## src/rtl/uart_pkg.sv

```systemverilog
// Shared types for the UART transmit scheduler: FSM states, byte type and source select.
package uart_pkg;

  typedef logic [7:0] byte_t;

  typedef enum logic [1:0] {
    IDLE      = 2'd0,
    START     = 2'd1,
    WAIT_BUSY = 2'd2,
    WAIT_DONE = 2'd3
  } state_t;

  typedef enum logic {
    SRC_ECHO = 1'b0,
    SRC_MSG  = 1'b1
  } src_t;

endpackage

```

## src/rtl/message_rom.sv

```systemverilog
// Combinational message ROM: index -> byte of "HELLO!\r\n".
module message_rom
  import uart_pkg::*;
#(
  parameter int unsigned MSG_LEN = 8,
  parameter int unsigned IDX_W   = 3
) (
  input  logic [IDX_W-1:0] idx,
  output byte_t            data
);

  logic [31:0] idx_ext;

  assign idx_ext = 32'(idx);

  always_comb begin
    data = '0;
    if (idx_ext < MSG_LEN) begin
      case (idx_ext)
        32'd0:   data = 8'h48;
        32'd1:   data = 8'h45;
        32'd2:   data = 8'h4C;
        32'd3:   data = 8'h4C;
        32'd4:   data = 8'h4F;
        32'd5:   data = 8'h21;
        32'd6:   data = 8'h0D;
        32'd7:   data = 8'h0A;
        default: data = '0;
      endcase
    end
  end

endmodule

```

## src/rtl/uart_tx_scheduler.sv

```systemverilog
// Shares one UART transmitter between a buffered echo path and a ROM message source,
// round-robin when both are pending. Optional watchdog: define UART_TX_SCHED_WD_EN.
module uart_tx_scheduler
  import uart_pkg::*;
#(
  parameter int unsigned MSG_LEN    = 8,
  parameter int unsigned ECHO_DEPTH = 4,
  parameter int unsigned WD_CYCLES  = 8
) (
  input  logic       clk,
  input  logic       rst,
  input  logic       SW,
  input  logic [7:0] rx_word,
  input  logic       rx_valid,
  input  logic       tx_ready,
  output logic [7:0] tx_word,
  output logic       tx_start,
  output logic [7:0] word,
  output logic       word_on_line,
  output logic       echo_overflow,
  output logic       tx_fault
);

  localparam int unsigned AW = $clog2(ECHO_DEPTH);
  localparam int unsigned IW = (MSG_LEN > 1) ? $clog2(MSG_LEN) : 1;

  typedef logic [AW:0]   ptr_t;
  typedef logic [IW-1:0] idx_t;

  state_t state_q, state_d;
  src_t   last_src, grant_src;
  logic   grant, pop, push;
  logic   retry_q;
  idx_t   msg_idx;
  byte_t  rom_byte, fifo_head;

  // Echo FIFO; the extra pointer bit separates full from empty
  byte_t fifo_mem [ECHO_DEPTH];
  ptr_t  wr_ptr, rd_ptr;
  logic  fifo_empty, fifo_full;

  assign fifo_empty = (wr_ptr == rd_ptr);
  assign fifo_full  = (wr_ptr[AW] != rd_ptr[AW]) && (wr_ptr[AW-1:0] == rd_ptr[AW-1:0]);
  assign fifo_head  = fifo_mem[rd_ptr[AW-1:0]];
  assign push       = rx_valid && !fifo_full;
  assign pop        = grant && (grant_src == SRC_ECHO);

  always_ff @(posedge clk) begin
    if (push) fifo_mem[wr_ptr[AW-1:0]] <= rx_word;
  end

  always_ff @(posedge clk) begin
    if (rst) begin
      wr_ptr        <= '0;
      rd_ptr        <= '0;
      echo_overflow <= 1'b0;
    end else begin
      if (push) wr_ptr <= wr_ptr + ptr_t'(1);
      if (pop)  rd_ptr <= rd_ptr + ptr_t'(1);
      if (rx_valid && fifo_full) echo_overflow <= 1'b1;
    end
  end

  message_rom #(
    .MSG_LEN(MSG_LEN),
    .IDX_W  (IW)
  ) u_rom (
    .idx (msg_idx),
    .data(rom_byte)
  );

`ifdef UART_TX_SCHED_WD_EN
  localparam int unsigned WDW = $clog2(WD_CYCLES + 1);
  typedef logic [WDW-1:0] wd_t;

  wd_t  wd_cnt;
  logic wd_expire, fault_q;

  assign wd_expire = (state_q == WAIT_BUSY) && tx_ready && (wd_cnt == wd_t'(WD_CYCLES - 1));
  assign tx_fault  = fault_q;

  // An aborted byte stays in tx_word and is replayed ahead of any new grant
  always_ff @(posedge clk) begin
    if (rst) begin
      wd_cnt  <= '0;
      retry_q <= 1'b0;
      fault_q <= 1'b0;
    end else begin
      fault_q <= wd_expire;
      wd_cnt  <= (state_q == WAIT_BUSY) ? wd_cnt + wd_t'(1) : '0;
      if (wd_expire)                                    retry_q <= 1'b1;
      else if (state_q == IDLE && tx_ready && retry_q) retry_q <= 1'b0;
    end
  end
`else
  assign retry_q  = 1'b0;
  assign tx_fault = 1'b0;
`endif

  always_comb begin
    state_d   = state_q;
    grant     = 1'b0;
    grant_src = SRC_ECHO;
    case (state_q)
      IDLE: begin
        if (tx_ready) begin
          if (retry_q) begin
            state_d = START;
          end else if (!fifo_empty || SW) begin
            grant   = 1'b1;
            state_d = START;
            if (!fifo_empty && SW) grant_src = (last_src == SRC_ECHO) ? SRC_MSG : SRC_ECHO;
            else                   grant_src = fifo_empty ? SRC_MSG : SRC_ECHO;
          end
        end
      end
      START: state_d = WAIT_BUSY;
      WAIT_BUSY: begin
        if (!tx_ready) state_d = WAIT_DONE;
`ifdef UART_TX_SCHED_WD_EN
        else if (wd_expire) state_d = IDLE;
`endif
      end
      WAIT_DONE: if (tx_ready) state_d = IDLE;
      default:   state_d = IDLE;
    endcase
  end

  always_ff @(posedge clk) begin
    if (rst) begin
      state_q  <= IDLE;
      tx_word  <= '0;
      word     <= '0;
      last_src <= SRC_MSG;
      msg_idx  <= '0;
    end else begin
      state_q <= state_d;
      if (grant) begin
        tx_word  <= (grant_src == SRC_ECHO) ? fifo_head : rom_byte;
        word     <= (grant_src == SRC_ECHO) ? fifo_head : rom_byte;
        last_src <= grant_src;
      end
      if (!SW)
        msg_idx <= '0;
      else if (grant && grant_src == SRC_MSG)
        msg_idx <= (msg_idx == idx_t'(MSG_LEN - 1)) ? '0 : msg_idx + idx_t'(1);
    end
  end

  assign tx_start     = (state_q == START);
  assign word_on_line = (state_q != IDLE);

endmodule
```

## config.mk

```make
export PLATFORM = sky130hd
export DESIGN_NAME = uart_tx_scheduler
export DESIGN_NICKNAME = d
export VERILOG_FILES = /design/src/rtl/uart_pkg.sv /design/src/rtl/message_rom.sv /design/src/rtl/uart_tx_scheduler.sv
export SDC_FILE = /design/constraint.sdc
export NUM_CORES = 1
export LEC_CHECK = 0
export ABC_AREA = 1
export BUFFER_PORTS_ARGS = -buffer_cell sky130_fd_sc_hd__buf_4
export CAP_MARGIN = 40
export CORE_MARGIN = 5
export CORE_UTILIZATION = 31
export DETAILED_ROUTE_END_ITERATION = 10
export HOLD_SLACK_MARGIN = 0.15
export SYNTH_ARGS = -nofsm -noshare
export SYNTH_HDL_FRONTEND = slang
export SYNTH_HIERARCHICAL = 1
export SYNTH_SLANG_ARGS = --single-unit
```

## constraint.sdc

```tcl
create_clock -name clk -period 3.5 [get_ports clk]
set_clock_uncertainty 0.2 [all_clocks]
set_input_delay 0.35 -clock clk [delete_from_list [all_inputs] [get_ports clk]]
set_output_delay 0.35 -clock clk [all_outputs]
set_load 0.005 [all_outputs]
```

== After elaboration in Yosys (flattened, before gate mapping) ==
Memory sizes are Yosys's and may differ from the RTL's. A register that Yosys moved wholly into a read port is not among the register bits.
Index checks and enable logic that the tools add are counted.

* Equality and inequality tests: 11
* Magnitude comparators: 1
* Add/sub/neg operators: 3
* Multiplexer cells: 23
* Bitwise logic cells: 2
* Reduce and logical (&&, ||, !) cells: 13

{| class="wikitable"
|+ Operator list
! kind !! count
|-
| $mux 8 || 2
|-
| $mux 2 || 6
|-
| $mux 1 || 11
|-
| $add 3x1->3 const B || 3
|-
| $mux 3 || 3
|-
| $ne 2x2->1 const B || 4
|-
| $pmux 2 s4 || 1
|-
| $logic_and 1x1->1 || 6
|-
| $eq 2x2->1 const B || 2
|-
| $lt 3x4->1 const B || 1
|-
| $reduce_and 4->1 || 1
|-
| $eq 3x3->1 || 1
|-
| $eq 3x3->1 const B || 1
|-
| $eq 2x1->1 const B || 1
|-
| $eq 2x2->1 || 1
|-
| $logic_not 1->1 || 2
|-
| $logic_not 2->1 || 1
|-
| $not 1->1 || 2
|-
| $reduce_bool 2->1 || 1
|-
| $reduce_or 2->1 || 1
|-
| $logic_or 1x1->1 || 1
|-
| $ne 1x1->1 || 1
|}

* Memory bits (writable): 32
* Output and inout bits: 20
* Register bits: 21
* Bits of input ports: 13
* Logic and storage cells: 62
* ROM bits: 48
* Memories kept: 2

{| class="wikitable"
|+ Memories
! memory !! depth !! bits a word !! rd ports !! clocked after Yosys merged registers in !! wr ports !! line !! RTL
|-
| (name not given) || 8 || 6 || 1 || 1 || 0 || message_rom.sv:19 || <nowiki>case (idx_ext)</nowiki>
|-
| fifo_mem || 4 || 8 || 1 || 1 || 1 || uart_tx_scheduler.sv:38 || <nowiki>byte_t fifo_mem [ECHO_DEPTH];</nowiki>
|}

== Longest topological paths before layout ==
* Word-level depth: 11
* Gate-level depth with buffers: 10
* Gate-level depth less buffers: 10

== Cells and area by module ==
Netlist, hierarchy kept.

{| class="wikitable"
|+ Modules (own cells, without submodules)
! module !! area an instance (µm²) !! times used !! cells each !! seq. area each (µm²)
|-
| uart_tx_scheduler || 2572.5 || 1 || 271 || 1421.4
|-
| message_rom || 125.1 || 1 || 22 || 0.0
|}

== Worst setup path after synthesis ==
OpenSTA, ideal clock, no wires.

* Path type: register to register
* Start point: register wr_ptr[1]
* End point: memory fifo_mem[0][0] (netlist bit) (enable)
* Setup slack: 1.764 ns
* Library setup time: 0.371 ns
* Buffers on the path: 0
* Arrival time: 1.166 ns
* Required time: 2.929 ns
* Period minus slack after synthesis: 1.736 ns
* Stages on the path, launching flop included: 7
* Path through: dfxtp_1 inv_2 nand2_1 nand2_1 nand3_1 nand2_2 nor2_1

* Longest elaborated chain between the ends: 6

{| class="wikitable"
|+ RTL lines
! item !! line !! RTL
|-
| start, declared || uart_tx_scheduler.sv:39 || <nowiki>ptr_t wr_ptr, rd_ptr;</nowiki>
|-
| start signal, assigned || uart_tx_scheduler.sv:58 || <nowiki>if (push) wr_ptr <= wr_ptr + ptr_t'(1);</nowiki>
|-
| $eq 2x2->1 || uart_tx_scheduler.sv:43 || <nowiki>assign fifo_full = (wr_ptr[AW] != rd_ptr[AW]) && (wr_ptr[AW-1:0] == rd_ptr[AW-1:0]);</nowiki>
|-
| $logic_and 1x1->1 || uart_tx_scheduler.sv:43 ||
|-
| $logic_not 1->1 || uart_tx_scheduler.sv:45 || <nowiki>assign push = rx_valid && !fifo_full;</nowiki>
|-
| $logic_and 1x1->1 || uart_tx_scheduler.sv:45 ||
|-
| $mux 1 || uart_tx_scheduler.sv:49 || <nowiki>if (push) fifo_mem[wr_ptr[AW-1:0]] <= rx_word;</nowiki>
|-
| $mux 1 (implied by the code) || uart_tx_scheduler.sv:49 ||
|-
| end, declared || uart_tx_scheduler.sv:38 ||
|}

Parallel ways exist; a longest one is shown, timed or not.

==> metrics.yaml <==
global_routing:
  grt_pass1_wl_um: 8290
  grt_usage_pct: 10.1
  grt_max_degree: 20
  antenna_found_initial: 0
  grt_pass1_vias: 1781
  grt_overflow: 0
cts:
  cts_resized: 0
  cts_buffers: 5
  cts_num_sinks: 55
  cts_root_buffer: "clkbuf_8"
  htreeDepth: 2
  tritoncts: "done"
  cts.clk_slew.worst_paths_ns: 0.10
  cts_buffer_depth: 2
  clock_latency_ns: 0.31
detailed_routing:
  routed-wl-met2_um: 2260
  drt_iter0_markers: 52
  highest_layer: "met4"
  final_antenna_net_count: 0
  post_drt_wl_per_cell_um: 11.6
  viasPerCell: 4.43
  m1WireLength_um: 2470
  dr_wl_met3_um: 197
  drt-total-wl_um: 5020
  first_pass_iters: 4
  vias: 1922
  drc: 0
worst_setup_path:
  cp-end-kind: "flip-flop"
  r2r_slack_ns: 1.41
  worstPathMaxFanout: 14
  crit_chain: "inv_1 > ha_1 > nand2_1 > inv_1 > o211ai_4 > o21ai_0 > a21oi_1"
  critPathSlowestCell: "inv_1"
  max_stage_delay_ns: 0.39
  crit_type: "flip-flop to flip-flop"
  path_common_cell: "inv_1"
  critical_path_required_ns: 3.49
  critPathLaunchType: "flip-flop"
  crit_arrival_ns: 2.08
die:
  start_util_pct: 31.4
  io_pins: 33
  die_y_um: 103
  rows: 34
  dieArea_um2: 10700
  die_x_um: 103
  coreArea_um2: 8590
yosys:
  seq_area_frac_synth_pct: 52.7
  syn_area_per_cell_um2: 9.21
  netlist.area_leader.share_pct: 35.6
  yosysUniqueCellTypes: 27
  synth_top_area_cell: "edfxtp_1"
  synthCells: 293
  syn_area_um2: 2700
  ys_warn_count: 6
  netlist_top_cells_area: "edfxtp_1, dfxtp_1, ha_1, nor2_1, nand2_1"
  yosys_register_bits: 55
timing:
  fin_crit_ns: 2.09
  drv_slew: 0
  hold_ws_ns: 0.224
  slew_headroom_pct: 50.2
  fin_setup_tns_ns: 0
  hold_violations: 0
  setup-violations-final: 0
  clock.fmax_mhz: 479
  rsz0062_at_grt: "false"
  timing.final.ws_setup_ns: 1.41
  finalCritPeriodShare_pct: 59.7
  worst_pin_slew_ns: 0.744
finish:
  fillCellCount: 869
  fin_nets: 354
  antenna_cells: 0
  synthToLayoutAreaGrowth_pct: 17.0
  fin_util_pct: 36.7
  drive_above_1_share_pct: 16.0
  fin_cells: 434
place:
  dp_slack_ns: 1.43
  dp_hpwl_um: 3620
  place.port_buffers: 31
  gp_congestion: 0.777
  place_inst: 416
run_status:
  status: "finished, final reports clean"
power:
  power.switching_uw: 626
  swShare_pct: 34.2
  p_clk_share_pct: 24.2
  leakagePower_nw: 1.40
  powerDensity_nw_per_um2: 581
  seqPwrFrac_pct: 45.1
  p_int_mw: 1.21
  vdd_ir_drop_max_mv: 0.233
  p_comb_share_pct: 30.6
min_path:
  hold_class: "primary input to flip-flop"
flow_run:
  maxCapViolations: 0
==> cells in the mapped netlist, drive strengths merged <==
cell type,instances
nor2,51
nand3,8
o2111ai,1
dlymetal6s4s,1
or2,1
o211ai,1
inv,42
buf,16
nand2,48
o21bai,1
xnor2,1
dfxtp,23
edfxtp,32
o21ai,23
ha,16
conb,2
nand4,10
a21oi,9
o22ai,7
==> per-layer routing <==
| layer | vias to the layer above | GRT usage, % |
|---|---|---|
| met5 | - | 0 |
| met1 | 876 | 13.9 |
| met2 | 39 | 15.8 |
| li1 | 1002 | - |
| met4 | 0 | 3.88 |
| met3 | 5 | 1.81 |
==> worst max-delay path, delay by kind of cell (launching register included) <==
family,cells,cell delay (ns)
AO/OA/AOI/OAI,3,0.61
adder cells (fa/ha/maj),1,0.23
buffers and inverters,2,0.51
flip-flops,1,0.34
AND/OR/NAND/NOR,1,0.07
==> layout by cell type (no fill, tap or decap), drive strengths merged <==
master / n
buf: 31
nand4: 10
a21oi: 9
or2: 1
conb: 3
o22ai: 7
inv: 44
edfxtp: 32
o21ai: 23
o21bai: 1
o211ai: 1
dlygate4sd3: 10
xnor2: 1
dfxtp: 23
clkbuf: 5
nand3: 8
ha: 16
o2111ai: 1
nor2: 51
nand2: 48
bufinv: 1
==> power groups by stage <==
stage	Clock (mW)	Sequential (mW)	Combinational, mW
after detailed placement	0	0.843	0.560
after floorplan	0	0.819	0.426
after global placement	0	0.839	0.551
after global routing	0.476	0.840	0.656
after CTS	0.454	0.828	0.572
final	0.444	0.827	0.562
==> state kept, by name, indices dropped and copies added, names as in the netlist, named ones only <==
name	flops
fifo_mem	32
word	8
msg_idx	3
rd_ptr	3
wr_ptr	3
state_q	2
echo_overflow	1
last_src	1
==> timing repair <==
| action | CTS | global route |
|---|---|---|
| hold endpoints to repair | 41 | 0 |
| setup buffers | 0 | 0 |
| hold buffers | 10 | 0 |
==> area by class of cell <==
type,count,area [µm²],share of cell area [%]
clock buffer,5,68.8,2.18
timing repair buffer,41,333,10.5
multi-input combinational,180,991,31.4
inverter,42,158,4.99
sequential,55,1420,45.0
tap,108,135,4.28
clock inverter,3,50.0,1.59
==> cell families after synthesis <==
kind of cell | count (synthesis) | share of synthesized area, %
simple gates | 118 | 19.2
buf+inv | 59 | 10.7
flops | 55 | 52.7
compound gates | 42 | 9.37
fa+ha+maj | 16 | 7.42
other cells | 2 | 0.278
xor+xnor | 1 | 0.325
==> path summary, 6_finish.rpt <==
kind / from / endpoint / cells past startpoint
min reg2reg: echo_overflow / echo_overflow / 2
min: tx_ready / state_q[0] / 5
max reg2reg: state_q[0] / flip-flop / 7
max: state_q[0] / flip-flop / 7
==> metrics by stage <==
step	power [mW]	cell area, µm²
3_3_place_gp	1.39	2940
4_1_cts	1.85	3160
2_1_floorplan	1.24	2700
6_report	1.83	3160
3_5_place_dp	1.40	2940
5_1_grt	1.97	3160
Power figures use the tool's default switching activity.
